File: config.mk
export PLATFORM = sky130hd
export DESIGN_NAME = keypad_bcd_encoder
export DESIGN_NICKNAME = d
export VERILOG_FILES = /design/src/rtl/calc_pkg.sv /design/src/rtl/scan_tick_gen.sv /design/src/rtl/keypad_bcd_encoder.sv
export SDC_FILE = /design/constraint.sdc
export NUM_CORES = 1
export LEC_CHECK = 0
export CAP_MARGIN = 20
export CORE_MARGIN = 2
export CORE_UTILIZATION = 30
export DETAILED_ROUTE_END_ITERATION = 16
export GPL_TIMING_DRIVEN = 0
export HOLD_SLACK_MARGIN = 0.15
export MAX_ROUTING_LAYER = met4
export PLACE_DENSITY = 0.5
export SYNTH_ARGS = -nofsm -noshare
export SYNTH_HDL_FRONTEND = slang
export SYNTH_SLANG_ARGS = --single-unit
File: constraint.sdc
create_clock -name i_clk -period 2.92 [get_ports i_clk]
set_input_delay 0.876 -clock i_clk [delete_from_list [all_inputs] [get_ports i_clk]]
set_output_delay 0.876 -clock i_clk [all_outputs]
set_load 0.005 [all_outputs]
File: src/rtl/calc_pkg.sv
// Shared calculator definitions: key codes and keypad encoder FSM states.
// Digit keys 0-9 encode as their BCD value.
package calc_pkg;

  localparam logic [3:0] KEY_DP  = 4'hA;
  localparam logic [3:0] KEY_ADD = 4'hB;
  localparam logic [3:0] KEY_SUB = 4'hC;
  localparam logic [3:0] KEY_MUL = 4'hD;
  localparam logic [3:0] KEY_DIV = 4'hE;
  localparam logic [3:0] KEY_EQ  = 4'hF;

  typedef enum logic [1:0] {
    StScan,
    StDebounce,
    StPressed,
    StRelease
  } kp_state_e;

endpackage

File: src/rtl/scan_tick_gen.sv
// Free-running dwell counter.
// Pulses o_tick on the last cycle of each SCAN_DIV-cycle period.
module scan_tick_gen #(
  parameter int unsigned SCAN_DIV = 5000
) (
  input  logic i_clk,
  input  logic i_reset,
  output logic o_tick
);

  localparam int unsigned CntW = (SCAN_DIV > 1) ? $clog2(SCAN_DIV) : 1;
  localparam logic [CntW-1:0] CntMax = CntW'(SCAN_DIV - 1);

  logic [CntW-1:0] cnt_q, cnt_d;

  always_comb begin
    o_tick = (cnt_q == CntMax);
    cnt_d  = o_tick ? '0 : cnt_q + CntW'(1);
  end

  always_ff @(posedge i_clk) begin
    if (i_reset) begin
      cnt_q <= '0;
    end else begin
      cnt_q <= cnt_d;
    end
  end

endmodule

File: src/rtl/keypad_bcd_encoder.sv
// 4x4 matrix keypad scanner with debounce.
// Emits a one-cycle o_valid strobe with the key code on each accepted press.
module keypad_bcd_encoder
  import calc_pkg::*;
#(
  parameter int unsigned SCAN_DIV     = 5000,
  parameter int unsigned DEBOUNCE_CNT = 4
) (
  input  logic       i_clk,
  input  logic       i_reset,
  input  logic [3:0] i_row,
  output logic [3:0] o_col,
  output logic [3:0] o_key,
  output logic       o_valid
);

  localparam int unsigned DbW = $clog2(DEBOUNCE_CNT + 1);
  localparam logic [DbW-1:0] DbMax = DbW'(DEBOUNCE_CNT);

  kp_state_e      state_q;
  logic [3:0]     row_meta_q, row_sync_q, cap_q;
  logic [3:0]     col_q, key_q;
  logic           valid_q;
  logic [DbW-1:0] cnt_q, rcnt_q;

  logic           tick;
  logic           rows_idle;
  logic [3:0]     col_next;
  logic [1:0]     col_idx, row_idx;
  logic [3:0]     key_code;
  logic [DbW-1:0] cnt_inc, rcnt_inc;

  scan_tick_gen #(
    .SCAN_DIV(SCAN_DIV)
  ) u_scan_tick_gen (
    .i_clk  (i_clk),
    .i_reset(i_reset),
    .o_tick (tick)
  );

  always_comb begin
    rows_idle = &row_sync_q;
    col_next  = {col_q[2:0], col_q[3]};
    cnt_inc   = cnt_q + DbW'(1);
    rcnt_inc  = rcnt_q + DbW'(1);

    col_idx = 2'd0;
    unique case (col_q)
      4'b1110: col_idx = 2'd0;
      4'b1101: col_idx = 2'd1;
      4'b1011: col_idx = 2'd2;
      4'b0111: col_idx = 2'd3;
      default: col_idx = 2'd0;
    endcase

    // Lowest row index wins when several rows are pulled low.
    if (!cap_q[0])      row_idx = 2'd0;
    else if (!cap_q[1]) row_idx = 2'd1;
    else if (!cap_q[2]) row_idx = 2'd2;
    else                row_idx = 2'd3;

    key_code = 4'h0;
    case ({row_idx, col_idx})
      4'b00_00: key_code = 4'h1;
      4'b00_01: key_code = 4'h2;
      4'b00_10: key_code = 4'h3;
      4'b00_11: key_code = KEY_ADD;
      4'b01_00: key_code = 4'h4;
      4'b01_01: key_code = 4'h5;
      4'b01_10: key_code = 4'h6;
      4'b01_11: key_code = KEY_SUB;
      4'b10_00: key_code = 4'h7;
      4'b10_01: key_code = 4'h8;
      4'b10_10: key_code = 4'h9;
      4'b10_11: key_code = KEY_MUL;
      4'b11_00: key_code = KEY_DP;
      4'b11_01: key_code = 4'h0;
      4'b11_10: key_code = KEY_EQ;
      4'b11_11: key_code = KEY_DIV;
      default:  key_code = 4'h0;
    endcase
  end

  always_ff @(posedge i_clk) begin
    if (i_reset) begin
      state_q    <= StScan;
      row_meta_q <= 4'hF;
      row_sync_q <= 4'hF;
      cap_q      <= 4'hF;
      col_q      <= 4'b1110;
      key_q      <= 4'h0;
      valid_q    <= 1'b0;
      cnt_q      <= '0;
      rcnt_q     <= '0;
    end else begin
      row_meta_q <= i_row;
      row_sync_q <= row_meta_q;
      valid_q    <= 1'b0;
      unique case (state_q)
        StScan: begin
          if (tick) begin
            if (rows_idle) begin
              col_q <= col_next;
            end else begin
              cap_q   <= row_sync_q;
              cnt_q   <= DbW'(1);
              state_q <= StDebounce;
            end
          end
        end
        StDebounce: begin
          if (tick) begin
            if (row_sync_q == cap_q) begin
              cnt_q <= cnt_inc;
              // Code and strobe land together so o_valid is high only while in StPressed.
              if (cnt_inc == DbMax) begin
                key_q   <= key_code;
                valid_q <= 1'b1;
                state_q <= StPressed;
              end
            end else begin
              col_q   <= col_next;
              state_q <= StScan;
            end
          end
        end
        StPressed: begin
          rcnt_q  <= '0;
          state_q <= StRelease;
        end
        StRelease: begin
          if (tick) begin
            if (!rows_idle) begin
              rcnt_q <= '0;
            end else if (rcnt_inc == DbMax) begin
              rcnt_q  <= '0;
              col_q   <= col_next;
              state_q <= StScan;
            end else begin
              rcnt_q <= rcnt_inc;
            end
          end
        end
        default: state_q <= StScan;
      endcase
    end
  end

  assign o_col   = col_q;
  assign o_key   = key_q;
  assign o_valid = valid_q;

endmodule

==> tab_implementation.tex <==
\begin{tabular}{lr}
\hline
Metric & Value \\
\hline
\multicolumn{2}{l}{\textbf{Run status}} \\
\quad Run status & finished, final reports clean \\
\multicolumn{2}{l}{\textbf{Drt}} \\
\quad Via/cell ratio & roughly 4.6 \\
\quad Detailed-router iteration count before antenna repair & 4 \\
\quad \# DRC & 0 \\
\quad Vias & roughly 1600 \\
\quad Topmost layer with routed signal wires & met4 \\
\quad Wirelength, routed & roughly 4200 µm \\
\quad Met1 layer wirelength in the final routing & 2350 µm \\
\quad Routed met3 length & 124 µm \\
\quad Count of antenna-violating nets left after detailed routing & 0 \\
\quad Wire length on met2 & $\sim$1700 µm \\
\quad Violation count after the first detailed-route iteration & a little over 90 \\
\quad Average routed wire per standard cell & between 10 and 15 µm \\
\multicolumn{2}{l}{\textbf{Timing}} \\
\quad Number of pins exceeding their max-slew limit in the final report & 0 \\
\quad Min setup slack post-route & around 0.66 ns \\
\quad Worst-case headroom to the max-slew limit & 61.6\% \\
\quad Tcrit/Tclk final & 77.4\% \\
\quad Final-report hold violation count & 0 \\
\quad Clock Skew & between 0.005 and 0.006 ns \\
\quad Hold WS & roughly 0.41 ns \\
\quad Measured slew at the worst slew-check pin & $\sim$0.58 ns \\
\quad Final TNS setup & 0 ns \\
\quad RSZ-0062 raised after global routing & no \\
\quad Max Fclk & 442 MHz \\
\quad Number of failing setup endpoints in the final timing report & 0 \\
\quad Post-route minimum period & roughly 2.3 ns \\
\multicolumn{2}{l}{\textbf{CTS}} \\
\quad Post-CTS clock slew at the launch and capture registers of the worst setup and hold paths & 0.08 ns \\
\quad Longest Clk Path Bufs & 2 \\
\quad Number of CTS-inserted buffers & 5 \\
\quad Clock latency on the worst-skew pair & $\sim$0.3 ns \\
\quad CTS tree & built \\
\quad Total clock sinks & 42 \\
\quad H-tree depth & 2 \\
\quad Post-CTS repair timing setup buffer count & 0 \\
\quad CTS Hold Bufs & 0 \\
\quad Post-cts sizing count & 0 \\
\quad Root Buffer Master & sky130\_fd\_sc\_hd\_\_clkbuf\_8 \\
\multicolumn{2}{l}{\textbf{Yosys}} \\
\quad Number of distinct library cells after synthesis & 52 \\
\quad Instance count of the mapped netlist & about 240 \\
\quad Synth area leader & sky130\_fd\_sc\_hd\_\_dfxtp\_1 \\
\quad Largest cells by area after synthesis & sky130\_fd\_sc\_hd\_\_dfxtp\_1, sky130\_fd\_sc\_hd\_\_ha\_1, sky130\_fd\_sc\_hd\_\_xor2\_1, sky130\_fd\_sc\_hd\_\_nor2\_1, sky130\_fd\_sc\_hd\_\_xnor2\_1 \\
\quad Synth warnings & 0 \\
\quad Most instantiated flip-flop cell in the synthesis netlist & sky130\_fd\_sc\_hd\_\_dfxtp\_1 \\
\quad Post-synthesis sequential element count & 42 \\
\quad Synth Cell Area & around 2200 µm² \\
\quad Portion of synthesized cell area occupied by the leading cell type & between 30\% and 40\% \\
\quad Sequential fraction of the synthesis area & about two fifths \\
\quad Synthesized Nets & 259 \\
\quad Mean instance size in the synthesized netlist & just over 9 µm² \\
\quad Commonest cells in the synthesized netlist & sky130\_fd\_sc\_hd\_\_dfxtp\_1, sky130\_fd\_sc\_hd\_\_nor2\_1, sky130\_fd\_sc\_hd\_\_nand2\_1 \\
\quad Leading cell type by number of instances after synthesis & sky130\_fd\_sc\_hd\_\_dfxtp\_1 \\
\quad Number of enable flip-flop cells after synthesis & 0 \\
\quad Fraction of registers with async set/reset & 0\% \\
\multicolumn{2}{l}{\textbf{Global route}} \\
\quad Initial antenna violation count & 0 \\
\quad Number of global-route vias before repair & around 1500 \\
\quad Pin count of the biggest net entering global routing & 14 \\
\quad Global-route wire length before repair & about 7300 µm \\
\quad Grt total ovfl & 0 \\
\quad Tot GR Track Use & around 12\% \\
\multicolumn{2}{l}{\textbf{Floorplan}} \\
\quad Number of placement rows & 31 \\
\quad Height of the die & 89.7 µm \\
\quad Effective utilization at floorplan & 30.7\% \\
\quad Die Width & roughly 90 µm \\
\quad I/O Pins & 15 \\
\quad Area enclosed by the die boundary & 8040 µm² \\
\quad Core Area & 7180 µm² \\
\multicolumn{2}{l}{\textbf{Pwr}} \\
\quad Post-layout total power & about 1.1 mW \\
\quad PD cells & around 430 nW/µm² \\
\quad P\_leak & 0.974 nW \\
\quad Maximum resistive drop on vdd & about 0.00019 V \\
\multicolumn{2}{l}{\textbf{Setup path}} \\
\quad Setup slack of the worst register-to-register path & $\sim$0.66 ns \\
\quad Worst Setup Path Type & register to register \\
\quad Highest-delay cell along the critical path & sky130\_fd\_sc\_hd\_\_a221oi\_2 \\
\quad Cell breakdown of the critical path & inv\_1 > ha\_1 > buf\_2 > or3\_1 > a221oi\_2 > o2111a\_2 > mux2i\_1 \\
\quad Required time reported for the critical path endpoint & about 3.2 ns \\
\quad Worst setup EP type & register \\
\quad Slowest stage delay, CP & roughly 0.42 ns \\
\quad Largest delay share family, worst path & compound AO/OA/AOI/OAI gates \\
\quad Biggest fanout along the worst timing path & 9 \\
\quad WP data arrival & around 2.5 ns \\
\quad Sort of element at the start of the critical path & register \\
\quad Number of buffers and inverters on the critical path & 2 \\
\multicolumn{2}{l}{\textbf{Placed design}} \\
\quad Post-placement worst setup slack & about 0.67 ns \\
\quad HPWL after detailed placement & roughly 3000 µm \\
\quad Port Buffers & 13 \\
\quad Instance area at placement & 2450 µm² \\
\quad Gpl congestion & approximately 0.84 \\
\multicolumn{2}{l}{\textbf{Final layout}} \\
\quad Combined area of the multi-input logic cells & approximately 1300 µm² \\
\quad Antenna diodes & 0 \\
\quad Share of final-layout standard cells stronger than drive strength 1 & 12.0\% \\
\quad FF/Latch Area & roughly 840 µm² \\
\quad P\&R area growth vs syn & 16.5\% \\
\quad Post-route cell area & between 2000 and 3000 µm² \\
\quad Layout Nets & 279 \\
\quad Number of fill cells in the layout & approximately 740 \\
\multicolumn{2}{l}{\textbf{Run}} \\
\quad \# Max-Cap Violations & 0 \\
\multicolumn{2}{l}{\textbf{Worst hold path}} \\
\quad Path category of the worst min-delay check & register to register \\
\hline
\end{tabular}
layer usage:
layer | vias to the layer above | global-route usage, %
met5 | - | -
met4 | 0 | 5.70
met3 | 7 | 3.02
met2 | 16 | 16.2
met1 | 736 | 17.4
li1 | 871 | -
final timing paths:
path | cells after the start | startpoint | end
max | 7 | register | o_col[0]$_SDFFE_PP0P_
max reg2reg | 7 | register | o_col[0]$_SDFFE_PP0P_
min | 1 | row_meta_q[0]$_SDFF_PP1_ | row_sync_q[0]$_SDFF_PP1_
min reg2reg | 1 | row_meta_q[0]$_SDFF_PP1_ | row_sync_q[0]$_SDFF_PP1_
registers in the layout, indices dropped and copies added (netlist names), named ones only:
signal	flops
cap_q	4
row_meta_q	4
o_key	4
o_col	4
state_q	1
o_valid	1
rcnt_q	3
u_scan_tick_gen.cnt_q	13
row_sync_q	4
cnt_q	3
where the power goes:
group          internal (mW)  switching, mW
combinational         0.0196         0.0267
clock                  0.252          0.206
sequential             0.581        0.00616
area by class of cell:
type / count / share of cell area, %
buffer: 10 / 1.90
clock buffer: 5 / 2.68
clock inverter: 3 / 1.56
inverter: 12 / 1.76
multi-input combinational: 174 / 49.4
sequential: 42 / 32.8
tap: 99 / 4.83
timing repair buffer: 13 / 5.08
through the flow:
stage	std cells	utilization [%]
3_3_place_gp	350	34.2
2_1_floorplan	238	-
4_1_cts	358	35.7
5_1_grt	358	35.7
6_report	358	35.7
3_5_place_dp	350	34.2
layout by cell type (no fill, tap or decap), drive strengths merged, types with 4 or more instances in the layout:
| cell type | count |
|---|---|
| nand3 | 6 |
| clkbuf | 11 |
| mux2i | 6 |
| clkdlybuf4s50 | 13 |
| a211o | 4 |
| and3 | 8 |
| xnor2 | 7 |
| nand2b | 5 |
| dfxtp | 42 |
| nor3 | 6 |
| nor2 | 26 |
| buf | 4 |
| xor2 | 12 |
| nor2b | 4 |
| or2 | 8 |
| inv | 12 |
| a21oi | 8 |
| ha | 15 |
| nand4 | 5 |
| nand2 | 16 |
kinds of logic after synthesis:
group,count (synthesis),share of synthesized area [%]
AO/OA/AOI/OAI,34,11.8
buffers and inverters,22,4.26
flip-flops,42,38.2
multiplexers,6,2.90
adder cells (fa/ha/maj),15,8.53
XOR/XNOR,19,7.56
AND/OR/NAND/NOR,100,26.7
Note: power is estimated with default switching activity, not from simulation.
